$ cat src/rtl/prbs_ber_monitor.sv
// Multi-lane self-synchronising PRBS bit-error-rate monitor.
// Each lane seeds from the received stream, confirms lock, counts errors and re-acquires on loss.
module prbs_ber_monitor #(
  parameter int unsigned NUM_LANES  = 2,
  parameter int unsigned PRBS_ORDER = 9,
  parameter int unsigned NBT_CNT    = 64,
  parameter int unsigned NBT_LOSS   = 16,
  parameter int unsigned LOCK_BITS  = 32,
  parameter int unsigned LOSS_WIN   = 64,
  parameter int unsigned LOSS_ERR   = 8
) (
  input  logic                          clk,
  input  logic                          i_reset,
  input  logic                          i_enable,
  input  logic                          i_clear,
  input  logic [NUM_LANES-1:0]          i_valid,
  input  logic [NUM_LANES-1:0]          i_bit,
  output logic [NUM_LANES-1:0]          o_lock,
  output logic [NUM_LANES*NBT_CNT-1:0]  o_err_cnt,
  output logic [NUM_LANES*NBT_CNT-1:0]  o_tot_cnt,
  output logic [NUM_LANES*NBT_LOSS-1:0] o_loss_cnt
);

  localparam int unsigned TAP2 = (PRBS_ORDER == 7)  ? 6  :
                                 (PRBS_ORDER == 9)  ? 5  :
                                 (PRBS_ORDER == 15) ? 14 :
                                 (PRBS_ORDER == 23) ? 18 :
                                 (PRBS_ORDER == 31) ? 28 : 0;
  localparam int unsigned TAP_IDX = (TAP2 == 0) ? 0 : TAP2 - 1;
  localparam int unsigned CNT_MAX = (PRBS_ORDER > LOCK_BITS) ? PRBS_ORDER : LOCK_BITS;
  localparam int unsigned CW      = $clog2(CNT_MAX + 1);
  localparam int unsigned WW      = $clog2(LOSS_WIN + 1);

  if (TAP2 == 0 || LOCK_BITS < 1 || LOSS_ERR < 1 || LOSS_ERR > LOSS_WIN) begin : g_bad_param
    $error("prbs_ber_monitor: unsupported parameter set");
  end

  typedef enum logic [1:0] {StSeed, StCheck, StLocked} state_e;

  for (genvar n = 0; n < NUM_LANES; n++) begin : g_lane
    state_e                state_q, state_d;
    logic [PRBS_ORDER-1:0] sr_q, sr_d;
    logic [CW-1:0]         cnt_q, cnt_d;
    logic [WW-1:0]         wbits_q, wbits_d, werr_q, werr_d;
    logic [WW-1:0]         wbits_inc, werr_inc;
    logic [NBT_CNT-1:0]    err_q, err_d, tot_q, tot_d;
    logic [NBT_LOSS-1:0]   loss_q, loss_d;
    logic                  acc, exp_bit, mis;

    assign acc       = i_enable & i_valid[n];
    assign exp_bit   = sr_q[PRBS_ORDER-1] ^ sr_q[TAP_IDX];
    assign mis       = i_bit[n] ^ exp_bit;
    assign wbits_inc = wbits_q + WW'(1);
    assign werr_inc  = werr_q + WW'(mis);

    always_comb begin
      state_d = state_q;
      sr_d    = sr_q;
      cnt_d   = cnt_q;
      wbits_d = wbits_q;
      werr_d  = werr_q;
      err_d   = err_q;
      tot_d   = tot_q;
      loss_d  = loss_q;
      if (acc) begin
        unique case (state_q)
          StSeed: begin
            sr_d = {sr_q[PRBS_ORDER-2:0], i_bit[n]};
            if (cnt_q == CW'(PRBS_ORDER - 1)) begin
              state_d = StCheck;
              cnt_d   = '0;
            end else begin
              cnt_d = cnt_q + CW'(1);
            end
          end
          StCheck: begin
            sr_d = {sr_q[PRBS_ORDER-2:0], exp_bit};
            if (mis) begin
              state_d = StSeed;
              cnt_d   = '0;
            end else if (cnt_q == CW'(LOCK_BITS - 1)) begin
              state_d = StLocked;
              cnt_d   = '0;
              wbits_d = '0;
              werr_d  = '0;
            end else begin
              cnt_d = cnt_q + CW'(1);
            end
          end
          StLocked: begin
            // Reference free-runs so a received error never corrupts it.
            sr_d = {sr_q[PRBS_ORDER-2:0], exp_bit};
            if (!(&tot_q))       tot_d = tot_q + NBT_CNT'(1);
            if (mis && !(&err_q)) err_d = err_q + NBT_CNT'(1);
            if (werr_inc == WW'(LOSS_ERR)) begin
              state_d = StSeed;
              cnt_d   = '0;
              if (!(&loss_q)) loss_d = loss_q + NBT_LOSS'(1);
            end else if (wbits_inc == WW'(LOSS_WIN)) begin
              wbits_d = '0;
              werr_d  = '0;
            end else begin
              wbits_d = wbits_inc;
              werr_d  = werr_inc;
            end
          end
          default: state_d = StSeed;
        endcase
      end
      if (i_clear) begin
        err_d  = '0;
        tot_d  = '0;
        loss_d = '0;
      end
    end

    always_ff @(posedge clk or negedge i_reset) begin
      if (!i_reset) begin
        state_q <= StSeed;
        sr_q    <= '0;
        cnt_q   <= '0;
        wbits_q <= '0;
        werr_q  <= '0;
        err_q   <= '0;
        tot_q   <= '0;
        loss_q  <= '0;
      end else begin
        state_q <= state_d;
        sr_q    <= sr_d;
        cnt_q   <= cnt_d;
        wbits_q <= wbits_d;
        werr_q  <= werr_d;
        err_q   <= err_d;
        tot_q   <= tot_d;
        loss_q  <= loss_d;
      end
    end

    assign o_lock[n]                          = (state_q == StLocked);
    assign o_err_cnt[n*NBT_CNT +: NBT_CNT]    = err_q;
    assign o_tot_cnt[n*NBT_CNT +: NBT_CNT]    = tot_q;
    assign o_loss_cnt[n*NBT_LOSS +: NBT_LOSS] = loss_q;
  end

endmodule

$ cat config.mk
export PLATFORM = sky130hd
export DESIGN_NAME = prbs_ber_monitor
export DESIGN_NICKNAME = d
export VERILOG_FILES = /design/src/rtl/prbs_ber_monitor.sv
export SDC_FILE = /design/constraint.sdc
export NUM_CORES = 1
export LEC_CHECK = 0
export ABC_AREA = 0
export CORE_MARGIN = 2
export CORE_UTILIZATION = 50
export DETAILED_ROUTE_END_ITERATION = 7
export GPL_ROUTABILITY_DRIVEN = 0
export PLACE_DENSITY_LB_ADDON = 0.05
export SYNTH_ARGS = -nofsm -noshare
export SYNTH_HDL_FRONTEND = slang
export SYNTH_SLANG_ARGS = --single-unit
$ cat constraint.sdc
create_clock -name clk -period 3.2 [get_ports clk]
set_input_delay 0.64 -clock clk [delete_from_list [all_inputs] [get_ports clk]]
set_output_delay 0.64 -clock clk [all_outputs]
set_load 0.03 [all_outputs]
==> results of run 1 <==
cell families after synthesis:
| kind of cell | after synthesis |
|---|---|
| buf+inv | 160 |
| simple gates | 1026 |
| compound gates | 476 |
| flops | 350 |
| fa+ha+maj | 24 |
| mux | 53 |
| xor+xnor | 95 |
worst register-to-register path, cell delays in order, from the launching register on:
cell	delay, ns
dfrtp_1	0.42
xnor3_1	0.47
inv_1	0.07
ha_1	0.20
ha_1	0.22
and2_1	0.22
xnor2_1	0.14
a31o_2	0.29
a31o_2	0.25
or2_2	0.36
o41ai_1	0.26
cell usage in the layout, fill, tap and decap left out, drive strengths merged, types with 39 or more instances in the layout:
cell type,count
and3,56
o21ai,117
o31ai,64
or4,76
nand3,130
xnor2,65
dfrtp,350
inv,51
nor4,58
nand4,85
nand2,165
or3,82
a21oi,146
clkdlybuf4s50,295
clkbuf,60
nor3,42
buf,131
and4,39
nor2,179
mux2,48
worst max-delay path by stage:
| stage | from | to | depth (start not counted) |
|---|---|---|---|
| 6_report | g_lane[0].sr_q[4] | g_lane[0].wbits_q[6] | 10 |
| 5_1_grt | g_lane[0].sr_q[4] | g_lane[0].loss_q[15] | 11 |
| 4_1_cts | g_lane[0].sr_q[4] | g_lane[0].loss_q[15] | 11 |
| 3_5_place_dp | i_bit[0] | g_lane[0].loss_q[15] | 12 |
| 3_3_place_gp | i_bit[0] | g_lane[0].loss_q[15] | 12 |
| 2_1_floorplan | i_bit[1] | g_lane[1].loss_q[8] | 11 |
registers in the layout (all words and copies together), names as in the netlist:
name            cells
g_lane.werr_q      14
g_lane.tot_q      128
g_lane.loss_q      32
g_lane.cnt_q       12
g_lane.state_q      4
g_lane.wbits_q     14
g_lane.sr_q        18
g_lane.err_q      128
timing repair:
| item | in CTS | in global routing |
|---|---|---|
| gates resized for setup | 0 | 3 |
| setup endpoints to repair | 0 | 17 |
| buffers inserted | 0 | 1 |
power by group through the flow:
| stage | combinational, mW | clock (mW) | sequential [mW] |
|---|---|---|---|
| floorplan | 0.991 | 0 | 4.91 |
| global placement | 1.58 | 0 | 4.92 |
| detailed placement | 1.62 | 0 | 4.94 |
| CTS | 1.63 | 4.75 | 4.86 |
| global route | 1.84 | 4.92 | 4.89 |
| finish | 1.63 | 4.66 | 4.86 |
metrics by stage:
step	utilization (%)	cells	worst slack, ns
after floorplan	-	2184	0.1125
after global placement	61.86	3018	-0.2716
after detailed placement	61.86	3018	-0.3824
after CTS	65.26	3087	0.1176
after global routing	65.32	3088	0.003041
final	65.32	3088	0.1966
cell usage after synthesis, types with 20 or more instances:
cell / count / area [µm²]
and4_1: 39 / 341.6
o21a_1: 20 / 150.1
inv_1: 51 / 191.4
o211ai_1: 27 / 202.7
o21ai_0: 113 / 565.5
or3_1: 80 / 500.5
xnor2_1: 65 / 569.3
nor2_1: 179 / 671.9
and2_1: 28 / 175.2
dfrtp_1: 350 / 8758
a21oi_1: 146 / 730.7
mux2_2: 48 / 540.5
nand4_1: 85 / 531.8
or4_1: 72 / 540.5
xor2_1: 28 / 245.2
and3_1: 56 / 350.3
nand3_1: 129 / 645.6
nor2b_1: 38 / 237.7
o31ai_1: 64 / 480.5
clkbuf_1: 96 / 360.4
ha_1: 24 / 300.3
nor4_1: 58 / 362.9
nand2_1: 165 / 619.3
nor3_1: 42 / 210.2
area by class of cell:
cell class,instances,area [µm²]
clock buffers,60,1227
repair buffers,426,4039
flip-flops and latches,350,8758
fillers,3210,13470
inverters,51,191.4
clock inverters,9,95.09
multi-input cells,1674,10400
well taps,518,648.1
layer usage:
layer	wire length (µm)	up-vias	track usage [%]	share of wire, %
li1	-	8908	-	-
met1	26250	9285	39.68	45
met2	27020	546	45.25	47
met3	3242	93	4.350	5.6
met4	1310	0	8.212	2.3
met5	0	-	0	0
==> impl_metrics.yaml, run 1 <==
yosys:
  synth_xor_area_share_pct: 4.351
  async_reset_ff_share_pct: 100.0
  yosysWarnings: 0
  synthFlopType: "dfrtp_1"
  synth_seq_area_share_pct: 44.33
  synth_nets: 2216
  synth_edf_count: 0
  yosys.area_share.simple_pct: 28.38
  netlist_area_um2: 19760
  synth_compound_area_share_pct: 15.26
  syn_inst: 2184
  syn_avg_cell_area_um2: 9.045
  yosysUniqueCellTypes: 73
  muxShareOfSynthArea_pct: 2.989
  synth_top_family_by_area: "simple AND/OR/NAND/NOR gates"
  synth_fa_ha_area_share_pct: 1.520
  ys_ff_latch: 350
worst_setup_path:
  cpMaxStageDelayCell: "xnor3_1"
  crit_family: "compound AO/OA/AOI/OAI gates"
  r2r-start: "g_lane[0].sr_q[4]"
  path_class: "reg -> reg"
  cpPeakStageDelay_ns: 0.47
  critical_path_buf_inv_count: 1
  path_max_fanout: 6
  arrival_ns: 3.44
  path_cells: "xnor3_1 -> inv_1 -> ha_1 -> ha_1 -> and2_1 -> xnor2_1 -> a31o_2 -> a31o_2 -> or2_2 -> o41ai_1"
  crit_path_start_kind: "register"
  required_ns: 3.64
  r2r_cells: 10
  endpoint_kind: "register"
  r2r_setup_slack_ns: 0.20
  rr_endpoint: "g_lane[0].wbits_q[6]"
cells_and_area:
  areaGrowthSynthToFinish_pct: 28.37
  layout-drive-gt1-share_pct: 11.13
  fin_nets: 2575
  n_antenna_cell: 0
  fin_area_um2: 25360
cts:
  cts_tree: "yes"
  clk_latency_ns: 0.56
  root_buffer: "clkbuf_16"
  cts_buffers: 40
  postCtsHoldBufs: 0
  cts_max_level: 2
  clock_path_buffers: 3
  cts_sinks: 350
  clk_pin_slew_ns: 0.06
timing:
  hold_ws_ns: 0.006180
  tightest_slew_ns: 0.7584
  tns_ns: 0
  max_freq_mhz: 333.0
  fin_worst_skew_ns: 0.009940
  slew_headroom_pct: 49.44
  slew_violations: 0
  hold_viol_final: 0
  fin_crit_sh_pct: 93.86
  rsz0062_at_grt: "no"
  fin_crit_ns: 3.003
  setup_viol: 0
power_and_ir_drop:
  p_leak_nw: 9.786
  switchingPower_mw: 3.008
  ir_worst_vdd_mv: 0.3008
  p_int_mw: 8.141
  p_clk_share_pct: 41.8
  power_mw: 11.15
  p_sw_share_pct: 26.98
  pwr-share-comb_pct: 14.6
  power_density_nw_per_um2: 439.6
  p_seq_share_pct: 43.6
worst_hold_path:
  hold_path_class: "in -> async"
drt:
  routedWlPerCell_um: 18.72
  drc: 0
  drtIter0Drc: 1293
  wirelength_um: 57820
  ant_nets: 0
  vias: 18830
  viasPerCell: 6.098
  first_pass_iters: 5
grt:
  grt_pass1_wl_um: 95460
  grt_overflow_total: 0
  antenna_found_initial: 0
  grt_pass1_vias: 17930
  track_usage_pct: 28.19
  grt_max_degree: 155
die:
  rows: 72
  core_area_um2: 38830
  die_height_um: 202.8
  die_w_um: 202.8
  dieArea_um2: 41120
  io_pins: 298
  start_util_pct: 50.88
status:
  status: "finished, final reports clean"
run:
  drv_cap: 0
placed_design:
  dpl.hpwl_um: 40850
  io_buffer_count: 297
  post_dp_cell_area_um2: 24020
(Power assumes the default switching activity.)
==> run 2: changes to the inputs <==
Settings changed: SLEW_MARGIN from default to 40.
==> results of run 2 <==
Same layout as run 1: the final DEF is identical, and so are final timing and power.
